## src/rtl/pipe_controller.sv

```systemverilog
// pipe_controller: step/stall sequencer for the fetch->execute->memory pipe with retire/stall statistics.
// Optional debug halt/single-step support is enabled by defining PIPE_CONTROLLER_DEBUG_EN.
module pipe_controller #(
  parameter int STALL_COUNT_WIDTH = 32
) (
  input  logic                         clk,
  input  logic                         rst,
  input  logic                         enable,
  input  logic                         fetchReady,
  input  logic                         executeBusy,
  input  logic                         memoryBusy,
  input  logic                         hazard,
  input  logic                         jumpTaken,
`ifdef PIPE_CONTROLLER_DEBUG_EN
  input  logic                         debugHalt,
  input  logic                         debugStep,
  output logic                         halted,
`endif
  output logic                         fetchRequest,
  output logic                         fetchStep,
  output logic                         fetchStall,
  output logic                         executeStep,
  output logic                         executeStall,
  output logic                         memoryStep,
  output logic                         memoryStall,
  output logic                         retired,
  output logic [STALL_COUNT_WIDTH-1:0] stallCycles
);
  typedef enum logic [1:0] {
    IDLE,
`ifdef PIPE_CONTROLLER_DEBUG_EN
    HALT,
`endif
    RUN
  } state_t;
  state_t state, state_n;
  logic v0, v1, v2, active, freeze, bubble, flush;
`ifdef PIPE_CONTROLLER_DEBUG_EN
  logic step_q;
  // a halted pipe evaluates exactly one normal cycle on each rising edge of debugStep
  assign active = state == RUN || (state == HALT && debugStep && !step_q);
  always_comb
    state_n = state == IDLE ? (enable ? RUN : IDLE) :
              state == RUN  ? (!enable ? IDLE : debugHalt ? HALT : RUN) :
                              (debugHalt ? HALT : enable ? RUN : IDLE);
`else
  assign active = state == RUN;
  always_comb state_n = enable ? RUN : IDLE;
`endif
  always_comb begin
    freeze       = active && v2 && memoryBusy;
    bubble       = active && !freeze && v1 && (hazard || executeBusy);
    flush        = active && !freeze && !bubble && v1 && jumpTaken;
    fetchRequest = active && !freeze && !bubble && !flush;
    memoryStep   = active && !freeze;
    executeStep  = fetchRequest || flush;
    fetchStep    = fetchRequest || flush;
    memoryStall  = !((fetchRequest && v1) || flush);
    executeStall = !(fetchRequest && v0);
    fetchStall   = !(fetchRequest && fetchReady);
  end
  always_ff @(posedge clk or negedge rst) begin
    if (!rst) begin
      state       <= IDLE;
      v0          <= 1'b0;
      v1          <= 1'b0;
      v2          <= 1'b0;
      retired     <= 1'b0;
      stallCycles <= '0;
`ifdef PIPE_CONTROLLER_DEBUG_EN
      halted      <= 1'b0;
      step_q      <= 1'b0;
`endif
    end else begin
      state <= state_n;
      if (fetchStep) v0 <= !fetchStall;
      if (executeStep) v1 <= !executeStall;
      if (memoryStep) v2 <= !memoryStall;
      retired <= memoryStep && v2;
      if ((freeze || bubble) && !(&stallCycles)) stallCycles <= stallCycles + STALL_COUNT_WIDTH'(1);
`ifdef PIPE_CONTROLLER_DEBUG_EN
      halted <= state_n == HALT;
      step_q <= debugStep;
`endif
    end
  end
endmodule

```

## config.mk

```make
export PLATFORM = sky130hd
export DESIGN_NAME = pipe_controller
export DESIGN_NICKNAME = d
export VERILOG_FILES = /design/src/rtl/pipe_controller.sv
export SDC_FILE = /design/constraint.sdc
export NUM_CORES = 1
export LEC_CHECK = 0
export ABC_AREA = 1
export CORE_MARGIN = 2
export CORE_UTILIZATION = 48
export CTS_BUF_LIST = sky130_fd_sc_hd__clkbuf_2
export DETAILED_ROUTE_END_ITERATION = 6
export GPL_TIMING_DRIVEN = 0
export PLACE_DENSITY = 0.77
export SYNTH_ARGS = -nofsm -noshare
export SYNTH_HDL_FRONTEND = slang
export SYNTH_SLANG_ARGS = --single-unit
```

## constraint.sdc

```tcl
create_clock -name clk -period 2 [get_ports clk]
set_input_delay 0.6 -clock clk [delete_from_list [all_inputs] [get_ports clk]]
set_output_delay 0.6 -clock clk [all_outputs]
set_load 0.03 [all_outputs]
```

==> impl_metrics.ini <==
[outcome]
status = finished with violations
violations = negative setup slack

[floorplan]
initial_core_util = 0.507
ios = 48
dieArea_um2 = 5640
row_count = 25
die_x_um = 75.1
core_area_um2 = 4790
die_h_um = 75.1

[power]
leakagePower_nw = 1.72
combPwrFrac = 0.452
p_sw_frac = 0.405
switchingPower_uw = 960
p_per_area_nw_per_um2 = 712
seq_power_share = 0.391
ir_worst_vdd_mv = 0.763
power_mw = 2.37
internal_power_mw = 1.41
clkPwrFrac = 0.156

[worst_setup_path]
cp.buffers_inverters = 2
crit_fanout = 3
startpoint_type = flip-flop
slowest_delay_ns = 0.48
r2r_slack_ns = -0.16
worstPathRequired_ns = 1.40
slowest_stage = dfrtp_1
cp_top_family = flip-flops
path_class = reg -> out
endpoint_kind = output port
worstPathCellList = nand3_2 > nand2_2 > a21oi_4 > o21ai_2 > inv_2 > nand2_4 > buf_6
arrival_ns = 1.68

[cells_and_area]
fin_nets = 466
utilization = 0.695
diodes = 0
instances_no_fill = 525
fin_area_um2 = 3330
drive_gt1_frac = 0.159
syn_to_final_growth_pct = 37.3

[timing]
slew_headroom = 0.447
final-setup-viol-count = 38
worst_pin_slew_ns = 0.829
rsz0062_at_grt = yes
hold_slack_ns = 0.222
maxSlewViolCount = 0
tns_ns = -5.02
fmax_mhz = 439
period_share = 1.14
fin_worst_skew_ns = 0.0392
period_minus_slack_ns = 2.28
worst_slack_ns = -0.276
hold_violations = 0

[clock_tree]
numCtsBuffers = 5
clock_sinks = 37
hold_buffers = 0
clock_tree.buffer_depth = 2
cts-root-buf = clkbuf_2
path_clk_slew_ns = 0.23
cts_tree = done
htree_levels = 2
clkLatencyLatePin_ns = 0.43

[synth]
netlist_area_um2 = 2420
yosysSeqAreaShare = 0.382
yosysWarnings = 0
avgSynthCellArea_um2 = 6.38
syn_inst = 380
synth_cell_types = 21
synth_nets = 389
ys_ff_latch = 37

[worst_hold_path]
min_path_type = in -> async

[routing]
drt_iter0_markers = 174
totalWireLength_mm = 6.89
routed_via_density = 5.00
ant_nets = 0
drc_errors = 0
via_count = 2626
routedWlPerCell_um = 13.1
dr.pass1.iters = 5

[global_routing]
overflow = 0
grt_pass1_vias = 2270
antenna_found_initial = 0
grt_usage = 0.252
grt_pass1_wl_mm = 10.6
grt_max_degree = 38

[placement]
place_inst = 494
dp_hpwl_mm = 4.77
routabilityCongestion = 0.901
io_buffers = 47
dpl_cell_area_um2 = 3000
dp_slack_ns = -0.983

[job]
max_cap_violations = 0
## final cells by class
cell class,count,area (um2)
repair buffers,70,662
well taps,67,83.8
plain buffers,5,80.1
multi-input cells,303,1380
inverters,34,140
flip-flops and latches,37,927
fillers,422,1460
clock inverters,2,15.0
clock buffers,6,30.0
repair inverters,1,8.76
## what timing repair did
item                       CTS  global route
buffers inserted            11             9
cloned                       0             5
pin swaps                    5             3
resized for setup           94            37
setup endpoints to repair   40            54
hold endpoints to repair     0             0
## metal layers
metal	GRT usage	vias up	share of wire
met5	0	-	0
met4	0.0873	0	0.029
met3	0.0469	17	0.061
met2	0.420	100	0.48
met1	0.327	1201	0.42
li1	-	1308	-
## cell usage after synthesis
| cell | number | area [um2] |
|---|---|---|
| inv_4 | 1 | 6.26 |
| nor2_4 | 1 | 11.3 |
| nand2_1 | 195 | 732 |
| nand2_4 | 3 | 33.8 |
| o21ai_0 | 5 | 25.0 |
| inv_1 | 33 | 124 |
| buf_4 | 3 | 22.5 |
| nand4_1 | 4 | 25.0 |
| dfrtp_1 | 37 | 926 |
| a21oi_1 | 2 | 10.0 |
| nor2_8 | 1 | 20.0 |
| o21ai_1 | 2 | 10.0 |
| xnor2_1 | 6 | 52.6 |
| nand3_1 | 21 | 105 |
| nor2_2 | 1 | 6.26 |
| ha_1 | 1 | 12.5 |
| xor2_1 | 6 | 52.6 |
| nor2_1 | 51 | 191 |
| buf_6 | 3 | 33.8 |
| nand2_2 | 3 | 18.8 |
| or2_2 | 1 | 6.26 |
## cell families (layout without fill, tap and decap cells)
family          Yosys count  in the layout  share of synthesized area
compound gates            9              9                     0.0186
xor+xnor                 12             12                     0.0433
fa+ha+maj                 1              1                    0.00516
buf+inv                  40            118                     0.0769
flops                    37             37                      0.382
simple gates            281            281                      0.474
## worst paths after layout
kind | startpoint | to | cells after the start
max | state[0]$_DFF_PN0_ | executeStall | 7
max in group asynchronous | rst | stallCycles[0]$_DFFE_PN0P_ | 1
min in group clk | enable | state[0]$_DFF_PN0_ | 1
min reg2reg | stallCycles[1]$_DFFE_PN0P_ | stallCycles[1]$_DFFE_PN0P_ | 2
min | rst | stallCycles[4]$_DFFE_PN0P_ | 1
max reg2reg | state[0]$_DFF_PN0_ | stallCycles[13]$_DFFE_PN0P_ | 14
## registers in the layout (all words and copies together), names as in the netlist
signal / flops
state: 1
v0: 1
v2: 1
stallCycles: 32
v1: 1
retired: 1
## cell usage in the layout (no fill, tap or decap), types with 2 or more instances in the layout
cell type / synthesis / layout
buf_4: 3 / 18
buf_6: 3 / 8
buf_8: 0 / 4
clkbuf_16: 0 / 4
clkbuf_2: 0 / 13
clkdlybuf4s15_1: 0 / 10
clkdlybuf4s50_1: 0 / 3
clkinvlp_4: 0 / 2
dfrtp_1: 37 / 36
dlygate4sd2_1: 0 / 19
inv_1: 33 / 32
nand2_1: 195 / 191
nand2_2: 3 / 4
nand2_4: 3 / 4
nand2_8: 0 / 2
nand3_1: 21 / 20
nand4_1: 4 / 4
nor2_1: 51 / 51
o21ai_0: 5 / 4
o21ai_2: 0 / 2
xnor2_1: 6 / 6
xor2_1: 6 / 6
## power groups by stage
stage / logic, mW / clock network [mW] / registers, mW
2_1_floorplan: 0.405 / 0 / 0.995
3_3_place_gp: 0.744 / 0 / 0.928
3_5_place_dp: 0.753 / 0 / 0.931
4_1_cts: 0.819 / 0.377 / 0.918
5_1_grt: 1.14 / 0.406 / 0.936
6_report: 1.07 / 0.370 / 0.927
Power figures use the tool's default switching activity.
